<file path="src/rtl/pipeline_pkg.sv">
// rtl/pipeline_pkg.sv - shared types for the pipeline hazard/forwarding logic
package pipeline_pkg;

   // EX operand source select
   typedef enum logic [1:0] {
      FWD_RF  = 2'b00,
      FWD_WB  = 2'b01,
      FWD_MEM = 2'b10
   } fwd_sel_t;

   // Data-memory wait sequencer states
   typedef enum logic [1:0] {
      RUN  = 2'b00,
      WAIT = 2'b01,
      ERR  = 2'b10
   } hz_state_t;

   // MEM result is younger than WB, so it wins when both match
   function automatic fwd_sel_t fwd_pick(
      input logic [4:0] rs,
      input logic [4:0] rd_m,
      input logic       we_m,
      input logic [4:0] rd_w,
      input logic       we_w
   );
      if (we_m && (rd_m != 5'd0) && (rd_m == rs)) begin
         return FWD_MEM;
      end
      if (we_w && (rd_w != 5'd0) && (rd_w == rs)) begin
         return FWD_WB;
      end
      return FWD_RF;
   endfunction

endpackage

</file>
<file path="src/rtl/forwarding_unit.sv">
// rtl/forwarding_unit.sv - EX-stage operand forwarding selects
module forwarding_unit
   import pipeline_pkg::*;
(
   input  logic [4:0] rs1E,
   input  logic [4:0] rs2E,
   input  logic [4:0] rdM,
   input  logic       regWriteM,
   input  logic [4:0] rdW,
   input  logic       regWriteW,
   output logic [1:0] forwardAE,
   output logic [1:0] forwardBE
);

   // Pick the newest in-flight producer for each EX source operand
   always_comb begin
      forwardAE = fwd_pick(rs1E, rdM, regWriteM, rdW, regWriteW);
      forwardBE = fwd_pick(rs2E, rdM, regWriteM, rdW, regWriteW);
   end

endmodule

</file>
<file path="src/rtl/hazard_ctrl.sv">
// rtl/hazard_ctrl.sv - pipeline stall/flush sequencer with dmem wait watchdog
module hazard_ctrl
   import pipeline_pkg::*;
#(
   parameter int TIMEOUT = 64,
   parameter int CNT_W   = 32
) (
   input  logic             clk,
   input  logic             rst_n,
   input  logic [4:0]       rs1D,
   input  logic [4:0]       rs2D,
   input  logic [4:0]       rs1E,
   input  logic [4:0]       rs2E,
   input  logic [4:0]       rdE,
   input  logic             memReadE,
   input  logic             pcSrcE,
   input  logic [4:0]       rdM,
   input  logic             regWriteM,
   input  logic [4:0]       rdW,
   input  logic             regWriteW,
   input  logic             dmemReqM,
   input  logic             dmemReadyM,
   output logic             stallF,
   output logic             stallD,
   output logic             stallE,
   output logic             stallM,
   output logic             flushD,
   output logic             flushE,
   output logic             flushW,
   output logic [1:0]       forwardAE,
   output logic [1:0]       forwardBE,
   output logic             memTimeout,
   output logic [CNT_W-1:0] stallCount,
   output logic [CNT_W-1:0] redirectCount
);

   // Wait counter only needs to reach TIMEOUT-1
   localparam int WCW = (TIMEOUT > 2) ? $clog2(TIMEOUT) : 1;
   localparam logic [WCW-1:0] WAIT_LAST = WCW'(TIMEOUT - 1);

   hz_state_t        state_q, state_d;
   logic [WCW-1:0]   wait_cnt_q, wait_cnt_d;
   logic             mem_timeout_q, mem_timeout_d;
   logic [CNT_W-1:0] stall_cnt_q, stall_cnt_d;
   logic [CNT_W-1:0] redirect_cnt_q, redirect_cnt_d;

   logic mem_stall;
   logic load_use;
   logic redirect;
   logic any_stall;

   forwarding_unit u_fwd (
      .rs1E      (rs1E),
      .rs2E      (rs2E),
      .rdM       (rdM),
      .regWriteM (regWriteM),
      .rdW       (rdW),
      .regWriteW (regWriteW),
      .forwardAE (forwardAE),
      .forwardBE (forwardBE)
   );

   // Prioritised stall/flush decode: memory wait, then redirect, then load-use
   always_comb begin
      mem_stall = (dmemReqM && !dmemReadyM) || (state_q == ERR);
      load_use  = memReadE && (rdE != 5'd0) && ((rdE == rs1D) || (rdE == rs2D));
      stallF    = 1'b0;
      stallD    = 1'b0;
      stallE    = 1'b0;
      stallM    = 1'b0;
      flushD    = 1'b0;
      flushE    = 1'b0;
      flushW    = 1'b0;
      redirect  = 1'b0;
      if (mem_stall) begin
         // EX is frozen, so a pending redirect or load-use simply waits
         stallF = 1'b1;
         stallD = 1'b1;
         stallE = 1'b1;
         stallM = 1'b1;
         flushW = 1'b1;
      end else if (pcSrcE) begin
         // The dependent ID instruction is squashed, so no load-use bubble
         flushD   = 1'b1;
         flushE   = 1'b1;
         redirect = 1'b1;
      end else if (load_use) begin
         stallF = 1'b1;
         stallD = 1'b1;
         flushE = 1'b1;
      end
      any_stall = stallF || stallD || stallE || stallM;
   end

   // Wait sequencer, sticky timeout and performance counters next-state
   always_comb begin
      state_d        = state_q;
      wait_cnt_d     = wait_cnt_q;
      mem_timeout_d  = mem_timeout_q;
      stall_cnt_d    = stall_cnt_q + {{(CNT_W-1){1'b0}}, any_stall};
      redirect_cnt_d = redirect_cnt_q + {{(CNT_W-1){1'b0}}, redirect};
      unique case (state_q)
         RUN: begin
            if (dmemReqM && !dmemReadyM) begin
               state_d    = WAIT;
               wait_cnt_d = WCW'(1);
            end
         end
         WAIT: begin
            if (dmemReadyM) begin
               state_d    = RUN;
               wait_cnt_d = '0;
            end else if (wait_cnt_q == WAIT_LAST) begin
               state_d       = ERR;
               mem_timeout_d = 1'b1;
            end else begin
               wait_cnt_d = wait_cnt_q + WCW'(1);
            end
         end
         ERR: begin
            state_d = ERR;
         end
         default: begin
            state_d    = RUN;
            wait_cnt_d = '0;
         end
      endcase
   end

   // State and counter registers
   always_ff @(posedge clk or negedge rst_n) begin
      if (!rst_n) begin
         state_q        <= RUN;
         wait_cnt_q     <= '0;
         mem_timeout_q  <= 1'b0;
         stall_cnt_q    <= '0;
         redirect_cnt_q <= '0;
      end else begin
         state_q        <= state_d;
         wait_cnt_q     <= wait_cnt_d;
         mem_timeout_q  <= mem_timeout_d;
         stall_cnt_q    <= stall_cnt_d;
         redirect_cnt_q <= redirect_cnt_d;
      end
   end

   assign memTimeout    = mem_timeout_q;
   assign stallCount    = stall_cnt_q;
   assign redirectCount = redirect_cnt_q;

endmodule
</file>
<file path="config.mk">
export PLATFORM = sky130hd
export DESIGN_NAME = hazard_ctrl
export DESIGN_NICKNAME = d
export VERILOG_FILES = /design/src/rtl/pipeline_pkg.sv /design/src/rtl/forwarding_unit.sv /design/src/rtl/hazard_ctrl.sv
export SDC_FILE = /design/constraint.sdc
export NUM_CORES = 1
export LEC_CHECK = 0
export BUFFER_PORTS_ARGS = -buffer_cell sky130_fd_sc_hd__buf_2
export CAP_MARGIN = 0
export CORE_MARGIN = 5
export CORE_UTILIZATION = 42
export CTS_CLUSTER_DIAMETER = 100
export DETAILED_ROUTE_END_ITERATION = 6
export HOLD_SLACK_MARGIN = 0.02
export PLACE_DENSITY = 0.68
export SYNTH_ARGS = -nofsm -noshare
export SYNTH_HDL_FRONTEND = slang
export SYNTH_SLANG_ARGS = --single-unit
</file>
<file path="constraint.sdc">
create_clock -name clk -period 3.2 [get_ports clk]
set_input_delay 0.32 -clock clk [delete_from_list [all_inputs] [get_ports clk]]
set_output_delay 0.32 -clock clk [all_outputs]
set_load 0.05 [all_outputs]
</file>
==> run_results.csv, run 1 <==
group,metric,value,unit
timing,hold_viol,0,
clock_tree,cts_buffers,9,
worst_setup_path,r2r_slack,0.79,ns
clock_tree,postCtsSetupRepairBufs,0,
placement,io_buffers,118,
synthesis,synth_cells,351,
timing,rsz0062_at_grt,"false",
power_and_ir_drop,p_per_area,521,nW/um^2
run_status,status,"complete, no violations",
global_route,grt-ovfl-total,0,
cells_and_area,diodes,0,
drt,wl_met2,4.01,mm
die,die_x,106,um
drt,first_iter_violations,131,
synthesis,synth_cell_types,49,
drt,topRoutingLayerUsed,"met4",
power_and_ir_drop,ir_worst_vdd,0.250,mV
power_and_ir_drop,finalPower,2.48,mW
placement,dp_hpwl,6.51,mm
die,initial_core_util,42.3,%
synthesis,synthTopCellsByArea,"dfrtp_1 (47%), xor2_1 (11%), xnor2_1 (9.3%)",
die,die_area,11200,sq um
die,die_h,106,um
clock_tree,cts.htree.levels,3,
global_route,grt_pass1_wl,14.9,mm
synthesis,synth_top_family_by_area,"simple AND/OR/NAND/NOR gates",
synthesis,synth_fp_nets,399,
clock_tree,cts_root_buf,"clkbuf_8",
cells_and_area,fin_area,4760,sq um
synthesis,ys.flop_type,"dfrtp_1",
timing,setup_ws,0.676,ns
global_route,grt_max_degree,74,
synthesis,async_reset_ff_share,100,%
clock_tree,cts_tree,"done",
timing,clock-skew-final,0.0125,ns
drt,drt_wl_total,8.78,mm
worst_setup_path,cp.required,3.47,ns
synthesis,netlist_area,3860,sq um
drt,vias_per_cell,5.31,
cells_and_area,drive_above_1_share,32.8,%
worst_setup_path,startpoint_type,"input pin",
synthesis,ys_ff_latch,73,
cells_and_area,layout_common_cells,"buf_2 (118), dfrtp_1 (73), xor2_1 (49)",
clock_tree,cts_hold_buf,0,
timing,setup_tns,0,ns
synthesis,synth-xor-area-share,20.4,%
drt,via_count,3130,
synthesis,synth_edf_count,0,
synthesis,yosys.area.top_type,"dfrtp_1",
worst_setup_path,cp_max_fo,10,
drt,wl_per_cell,14.9,um
global_route,antenna_found_initial,0,
drt,route.detailed.drc,0,
timing,finalCriticalPeriod,2.52,ns
timing,setup_viol,0,
cells_and_area,area.growth.synth_to_final,23.5,%
clock_tree,insertion_delay,0.35,ns
timing,fmax,396,MHz
timing,max-slew-margin-rel,38.0,%
timing,min_period_over_period,78.9,%
placement,post-place-ws,0.287,ns
synthesis,synth_fa_ha_area_share,1.62,%
die,core-area,9110,sq um
clock_tree,clockBufferDepth,2,
drt,drt_first_pass_iters,4,
drt,postRouteAntennaNets,0,
worst_setup_path,worstSetupPathType,"in2reg",
flow_run,drv_cap,0,
placement,placed_area,4550,sq um
die,io_pins,119,
timing,max_slew.worst_pin.slew,0.931,ns
synthesis,ys_warn_count,0,
synthesis,synthSimpleGateAreaFrac,23.8,%
drt,dr_wl_met3,758,um
global_route,grt_use_total,16.2,%
cells_and_area,nets,521,
cells_and_area,final_common_cell,"buf_2",
power_and_ir_drop,p_leak,2.47,nW
worst_setup_path,cp.arrival,2.80,ns
synthesis,synthMuxAreaShare,0.519,%
drt,m1WireLength,3.91,mm
timing,drv_slew,0,
clock_tree,path_clk_slew,0.08,ns
worst_hold_path,hold_class,"in2async",
synthesis,synth_top_area_share,47.4,%
worst_setup_path,critPathCaptureType,"register",
synthesis,syn_avg_cell_area,11.0,sq um
synthesis,yosysSeqAreaShare,47.4,%
synthesis,synth_compound_area_share,4.32,%
clock_tree,clock-sinks,73,
clock_tree,cts-resized-gates,0,
placement,gp_congestion,0.814,
die,num_rows,35,
global_route,grt_pass1_vias,3262,
[worst max-delay path, cell delays in order]
cell and delay [ns]:
buf_2 0.12, xor2_1 0.15, nor3_1 0.20, a22oi_1 0.15, o31ai_1 0.33, ha_1 0.25
ha_1 0.21, and4_4 0.26, nor3b_4 0.39, nor3b_2 0.26, xor2_1 0.15
[where the power goes]
group	internal, mW	total, mW	switching, mW
Clock	0.439	0.801	0.363
Sequential	1.00	1.10	0.0975
Combinational	0.155	0.581	0.426
Total	1.59	2.48	0.886
[flip-flops by register name (all words and copies together) (netlist names)]
| name | flops |
|---|---|
| redirectCount | 32 |
| stallCount | 32 |
| wait_cnt_q | 6 |
| state_q | 2 |
| memTimeout | 1 |
[cells in the mapped netlist, drive strengths merged, types with 2 or more instances]
| cell type | count |
|---|---|
| dfrtp | 73 |
| and3 | 12 |
| nor3 | 10 |
| nand2 | 22 |
| nor3b | 2 |
| a211oi | 3 |
| buf | 6 |
| nor4 | 14 |
| inv | 5 |
| nand4 | 19 |
| ha | 5 |
| o21ai | 7 |
| nor2 | 11 |
| o31ai | 3 |
| nand3 | 26 |
| xnor2 | 41 |
| mux2i | 2 |
| and4 | 12 |
| clkbuf | 3 |
| or4 | 5 |
| xor2 | 49 |
| and2 | 3 |
| a21oi | 5 |
[kinds of logic (layout without fill, tap and decap cells)]
family                   after synthesis  in the layout
AO/OA/AOI/OAI                         26             26
XOR/XNOR                              90             90
adder cells (fa/ha/maj)                5              5
buffers and inverters                 14            141
flip-flops                            73             73
multiplexers                           2              2
AND/OR/NAND/NOR                      141            141
[through the flow]
step	instances	hold slack, ns	utilization (%)
2_1_floorplan	351	0.0244	-
3_3_place_gp	573	0.453	49.9
3_5_place_dp	573	0.458	49.9
4_1_cts	589	0.172	52.3
5_1_grt	589	0.201	52.3
6_report	589	0.180	52.3
[layer usage]
layer / global-route usage, % / up-vias
li1: - / 1509
met1: 20.2 / 1502
met2: 26.1 / 109
met3: 5.88 / 10
met4: 4.90 / 0
met5: 0 / -
[area by class of cell]
type | instances | area, sq um
Sequential cell | 73 | 1830
Inverter | 5 | 18.8
Clock buffer | 9 | 124
Multi-Input combinational cell | 264 | 1960
Clock inverter | 7 | 93.8
Tap cell | 111 | 139
Timing Repair Buffer | 120 | 606
Fill cell | 836 | 4350
[path summary, 6_finish.rpt]
| path | startpoint | to | depth (start not counted) |
|---|---|---|---|
| max | rdE[3] | stallCount[30]$_DFF_PN0_ | 11 |
| min reg2reg | stallCount[31]$_DFF_PN0_ | stallCount[31]$_DFF_PN0_ | 1 |
| min in group clk | dmemReadyM | state_q[0]$_DFFE_PN0P_ | 2 |
| min | rst_n | stallCount[19]$_DFF_PN0_ | 2 |
| max reg2reg | state_q[0]$_DFFE_PN0P_ | stallCount[30]$_DFF_PN0_ | 9 |
| max in group asynchronous | rst_n | redirectCount[9]$_DFF_PN0_ | 2 |
Power figures use the tool's default switching activity.
==> inputs of run 2 (changes only) <==
- PLACE_DENSITY: 0.68 -> 0.7
- clock period: 3.2 -> 2.2 ns (I/O delays scaled with it)
==> run_results.csv, run 2 (synthesized netlist as in run 1, its figures left out) <==
group,metric,value,unit
run_status,status,"finished, violations left",
run_status,violations,"negative hold slack",
timing,max-slew-margin-rel,38.4,%
worst_setup_path,critPathCapture,"stallCount[30]$_DFF_PN0_",
worst_setup_path,cp_num_cells,10,
placement,placed_area,4680,sq um
flow_run,drv_cap,0,
die,num_rows,35,
die,die_h,106,um
global_route,grt_util_met1,20.3,%
clock_tree,clockBufferDepth,2,
die,io_pins,119,
cells_and_area,area.growth.synth_to_final,28.9,%
worst_setup_path,reg2reg_to,"stallCount[30]$_DFF_PN0_",
die,core-area,9110,sq um
power_and_ir_drop,clock_power_share,30.1,%
global_route,grt_use_met2,28.3,%
power_and_ir_drop,p_per_area,724,nW/um^2
die,die_area,11200,sq um
power_and_ir_drop,internal-power,2.24,mW
cells_and_area,fin_area,4970,sq um
placement,dp_hpwl,6.62,mm
clock_tree,cts_buffers,9,
timing,setup_ws,0.0995,ns
die,initial_core_util,42.3,%
worst_setup_path,crit_family,"simple AND/OR/NAND/NOR gates",
cells_and_area,fill_cells,856,
power_and_ir_drop,combPwrFrac,24.8,%
global_route,antenna_found_initial,0,
clock_tree,path_clk_slew,0.08,ns
global_route,grt_pass1_vias,3314,
global_route,grt-ovfl-total,0,
drt,wl_per_cell,14.8,um
cells_and_area,final_common_cell,"buf_2",
worst_setup_path,max_stage_delay,0.38,ns
drt,first_iter_violations,61,
worst_setup_path,cp_max_fo,5,
worst_setup_path,startpoint_type,"register",
timing,setup_viol,0,
clock_tree,cts_tree,"done",
drt,vias_per_cell,5.34,
worst_setup_path,cpMostUsedCell,"nor3b_4",
worst_hold_path,hold_class,"in2async",
worst_setup_path,worstSetupPathType,"reg2reg",
clock_tree,cts_root_buf,"clkbuf_8",
cells_and_area,drive_above_1_share,38.4,%
timing,whs,-0.0113,ns
worst_setup_path,r2r_start,"state_q[0]$_DFFE_PN0P_",
placement,io_buffers,118,
drt,drt_wl_total,8.82,mm
power_and_ir_drop,power.share.switching,37.6,%
clock_tree,cts.htree.levels,3,
timing,max_slew.worst_pin.slew,0.925,ns
placement,gp_congestion,0.842,
die,die_x,106,um
worst_setup_path,cp.arrival,2.37,ns
timing,min_period_over_period,95.5,%
timing,finalCriticalPeriod,2.10,ns
timing,drv_slew,0,
cells_and_area,nets,530,
global_route,grt_use_total,16.5,%
global_route,grt_pass1_wl,15.3,mm
clock_tree,insertion_delay,0.35,ns
timing,fmax,476,MHz
worst_setup_path,cp.required,2.47,ns
cells_and_area,diodes,0,
drt,drt_first_pass_iters,4,
worst_setup_path,r2r_slack,0.1,ns
worst_setup_path,critPathSlowestCell,"dfrtp_1",
power_and_ir_drop,p_switching,1.35,mW
power_and_ir_drop,p_seq_share,45.1,%
power_and_ir_drop,ir_worst_vdd,0.644,mV
cells_and_area,final_util,54.6,%
worst_setup_path,crit_path_cell_trace,"nand2b_4 -> o21a_1 -> o31ai_2 -> ha_2 -> ha_4 -> and4_4 -> nor3b_4 -> buf_6 -> nor3b_4 -> xor2_1",
power_and_ir_drop,p_leak,2.55,nW
drt,postRouteAntennaNets,0,
clock_tree,clock-sinks,73,
worst_setup_path,r2r_cells,10,
cells_and_area,layout_common_cells,"buf_2 (117), dfrtp_1 (73), xor2_1 (49)",
drt,route.detailed.drc,0,
timing,hold_viol,4,
global_route,busiest_layer,"met2",
timing,clock-skew-final,0.0153,ns
timing,setup_tns,0,ns
placement,post-place-ws,-0.296,ns
worst_setup_path,path_buf_inv,1,
worst_setup_path,critPathLaunch,"state_q[0]$_DFFE_PN0P_",
global_route,grt_max_degree,74,
global_route,use_met3,3.49,%
worst_setup_path,critPathCaptureType,"register",
drt,via_count,3191,
run 2: cell types whose count changed in the layout (fill, tap and decap cells not counted), sizes merged:
| cell | change |
|---|---|
| buf | +9 |
| bufinv | -1 |
| clkinvlp | +2 |
| clkinv | -1 |
run 2: worst min-delay path by stage:
stage | start | endpoint | slack [ns] | depth (start not counted)
floorplan | rst_n | memTimeout$_DFFE_PN0P_ | -0.08 | 0
global placement | rst_n | wait_cnt_q[0]$_DFFE_PN0P_ | 0.41 | 1
finish | rst_n | wait_cnt_q[0]$_DFFE_PN0P_ | -0.01 | 1
global route | rst_n | stallCount[7]$_DFF_PN0_ | 0.08 | 1
detailed placement | rst_n | wait_cnt_q[0]$_DFFE_PN0P_ | 0.42 | 1
CTS | rst_n | stallCount[7]$_DFF_PN0_ | 0.03 | 1
run 2: layout make-up:
class | instances | area (sq um) | share of cell area [%]
multi-input cells | 264 | 2100 | 42.3
flip-flops and latches | 73 | 1830 | 36.7
repair buffers | 129 | 679 | 13.7
well taps | 111 | 139 | 2.79
clock buffers | 9 | 124 | 2.49
clock inverters | 7 | 78.8 | 1.59
inverters | 5 | 22.5 | 0.453
run 2: repair_timing:
item	CTS	global route
resized for setup	0	14
setup endpoints to repair	0	22
buffers inserted	0	1
hold buffers	0	0
run 2: power groups by stage:
stage	sequential (mW)	combinational, mW	clock (mW)
finish	1.62	0.892	1.08
global route	1.65	0.958	1.18
CTS	1.62	0.890	1.12
detailed placement	1.64	0.889	0
global placement	1.64	0.873	0
floorplan	1.97	0.257	0
run 2: per-stage QoR:
| step | hold slack (ns) | total power [mW] | instances |
|---|---|---|---|
| detailed placement | 0.421 | 2.53 | 580 |
| floorplan | -0.0756 | 2.23 | 351 |
| global route | 0.0813 | 3.78 | 598 |
| global placement | 0.415 | 2.51 | 580 |
| CTS | 0.0259 | 3.63 | 596 |
| finish | -0.0113 | 3.60 | 598 |
run 2: metal layers:
metal  vias up  share of wire (%)
met4         0                1.4
met2       103                 50
met1      1551                 42
met5         -                  0
li1       1529                  -
met3         8                6.4
==> inputs of run 3 (changes only) <==
- CORE_UTILIZATION: 42 -> 45
- PLACE_DENSITY: 0.7 -> 0.74
==> run_results.csv, run 3 (synthesized netlist as in run 1, its figures left out) <==
group,metric,value,unit
timing,finalCriticalPeriod,2.10,ns
drt,drt_wl_total,8.94,mm
cells_and_area,seq_area,1830,sq um
power_and_ir_drop,ir_worst_vdd,0.431,mV
die,die_h,103,um
power_and_ir_drop,p_leak,2.59,nW
clock_tree,cts_buffers,9,
drt,postRouteAntennaNets,0,
timing,whs,0.107,ns
flow_run,drv_cap,0,
timing,drv_slew,0,
die,initial_core_util,46.5,%
clock_tree,cts_tree,"done",
die,io_pins,119,
cells_and_area,fill_cells,667,
cells_and_area,layout_common_cells,"buf_2 (118), dfrtp_1 (73), xor2_1 (49)",
placement,io_buffers,118,
drt,m1WireLength,3.76,mm
cells_and_area,diodes,0,
drt,topRoutingLayerUsed,"met4",
drt,vias_per_cell,5.35,
placement,gp_congestion,0.906,
worst_setup_path,critPathCaptureType,"primary output",
placement,post-place-ws,-0.317,ns
drt,dr_wl_met3,742,um
cells_and_area,area.growth.synth_to_final,31.8,%
power_and_ir_drop,p_per_area,781,nW/um^2
cells_and_area,nets,532,
timing,setup_ws,0.104,ns
drt,route.detailed.drc,0,
worst_setup_path,cp_max_fo,3,
timing,max-slew-margin-rel,75.4,%
drt,first_iter_violations,97,
timing,fmax,477,MHz
global_route,grt_use_total,17.9,%
worst_setup_path,worstSetupPathType,"in2out",
timing,hold_viol,0,
die,die_area,10500,sq um
drt,via_count,3177,
worst_setup_path,cp.required,1.98,ns
clock_tree,cts_root_buf,"clkbuf_8",
timing,rsz0062_at_grt,"true",
timing,max_slew.worst_pin.slew,0.360,ns
drt,drt_first_pass_iters,4,
clock_tree,path_clk_slew,0.08,ns
clock_tree,clock-sinks,73,
worst_hold_path,hold_class,"in2reg",
worst_setup_path,cp.arrival,1.88,ns
global_route,grt-ovfl-total,0,
cells_and_area,drive_above_1_share,39.5,%
timing,setup_viol,0,
timing,min_period_over_period,95.3,%
placement,dp_hpwl,6.62,mm
timing,setup_tns,0,ns
clock_tree,cts.htree.levels,3,
die,die_x,103,um
global_route,antenna_found_initial,0,
die,num_rows,33,
worst_setup_path,startpoint_type,"input pin",
clock_tree,clockBufferDepth,2,
drt,wl_met2,4.25,mm
power_and_ir_drop,finalPower,3.97,mW
global_route,grt_pass1_wl,14.9,mm
cells_and_area,final_common_cell,"buf_2",
cells_and_area,fin_area,5080,sq um
placement,placed_area,4700,sq um
global_route,grt_max_degree,74,
drt,wl_per_cell,15.0,um
timing,clock-skew-final,0.00967,ns
global_route,grt_pass1_vias,3139,
run_status,status,"complete, no violations",
die,core-area,8300,sq um
cells_and_area,multi_input_area,2120,sq um
clock_tree,insertion_delay,0.34,ns
[run 3: cell count changes in the layout (fill, tap and decap cells not counted), moves of 2 or more]
| cell | before | now |
|---|---|---|
| bufinv_16 | 1 | 4 |
| clkbuf_8 | 9 | 11 |
| clkinvlp_4 | 4 | 1 |
| inv_6 | 2 | 0 |
| nor4_1 | 4 | 0 |
| nor4_2 | 8 | 13 |
[run 3: what timing repair did]
item / CTS / global route
hold buffers: 1 / 0
hold endpoints to repair: 73 / 0
endpoints found under the setup margin: 0 / 21
buffers inserted: 0 / 0
gates resized for setup: 0 / 16
[run 3: final cells by class]
class / count / area share [%]
clock buffers: 11 / 2.98
clock inverters: 5 / 2.46
inverters: 5 / 0.443
multi-input cells: 264 / 41.8
flip-flops and latches: 73 / 35.9
well taps: 105 / 2.58
repair buffers: 131 / 13.8
[run 3: stage by stage]
stage / util (%) / instances
floorplan: - / 351
global placement: 56.7 / 577
detailed placement: 56.7 / 577
CTS: 60.1 / 594
global route: 61.2 / 594
finish: 61.2 / 594
[run 3: power by group]
| group | internal [mW] | switching (mW) |
|---|---|---|
| logic | 0.267 | 0.648 |
| registers | 1.45 | 0.173 |
| clock network | 0.929 | 0.498 |
| total | 2.65 | 1.32 |
[run 3: worst paths after layout]
path / from / endpoint / slack [ns] / cells past startpoint
max: rdM[1] / forwardBE[0] / 0.10 / 6
min: dmemReadyM / state_q[0]$_DFFE_PN0P_ / 0.11 / 2
max reg2reg: state_q[0]$_DFFE_PN0P_ / stallCount[30]$_DFF_PN0_ / 0.15 / 10
min reg2reg: redirectCount[31]$_DFF_PN0_ / redirectCount[31]$_DFF_PN0_ / 0.47 / 1
max in group asynchronous: rst_n / redirectCount[0]$_DFF_PN0_ / 1.45 / 3
min in group asynchronous: rst_n / wait_cnt_q[1]$_DFFE_PN0P_ / 0.43 / 3
[run 3: critical path: stages]
cell     delay [ns]
buf_2          0.13
or4_1          0.51
o21ai_1        0.31
nor4_2         0.13
nor4_4         0.28
buf_2          0.30
[run 3: layer usage]
metal  up-vias  GRT usage [%]
li1       1521              -
met5         -              0
met4         0           7.57
met1      1522           22.7
met2       119           28.7
met3        15           5.01
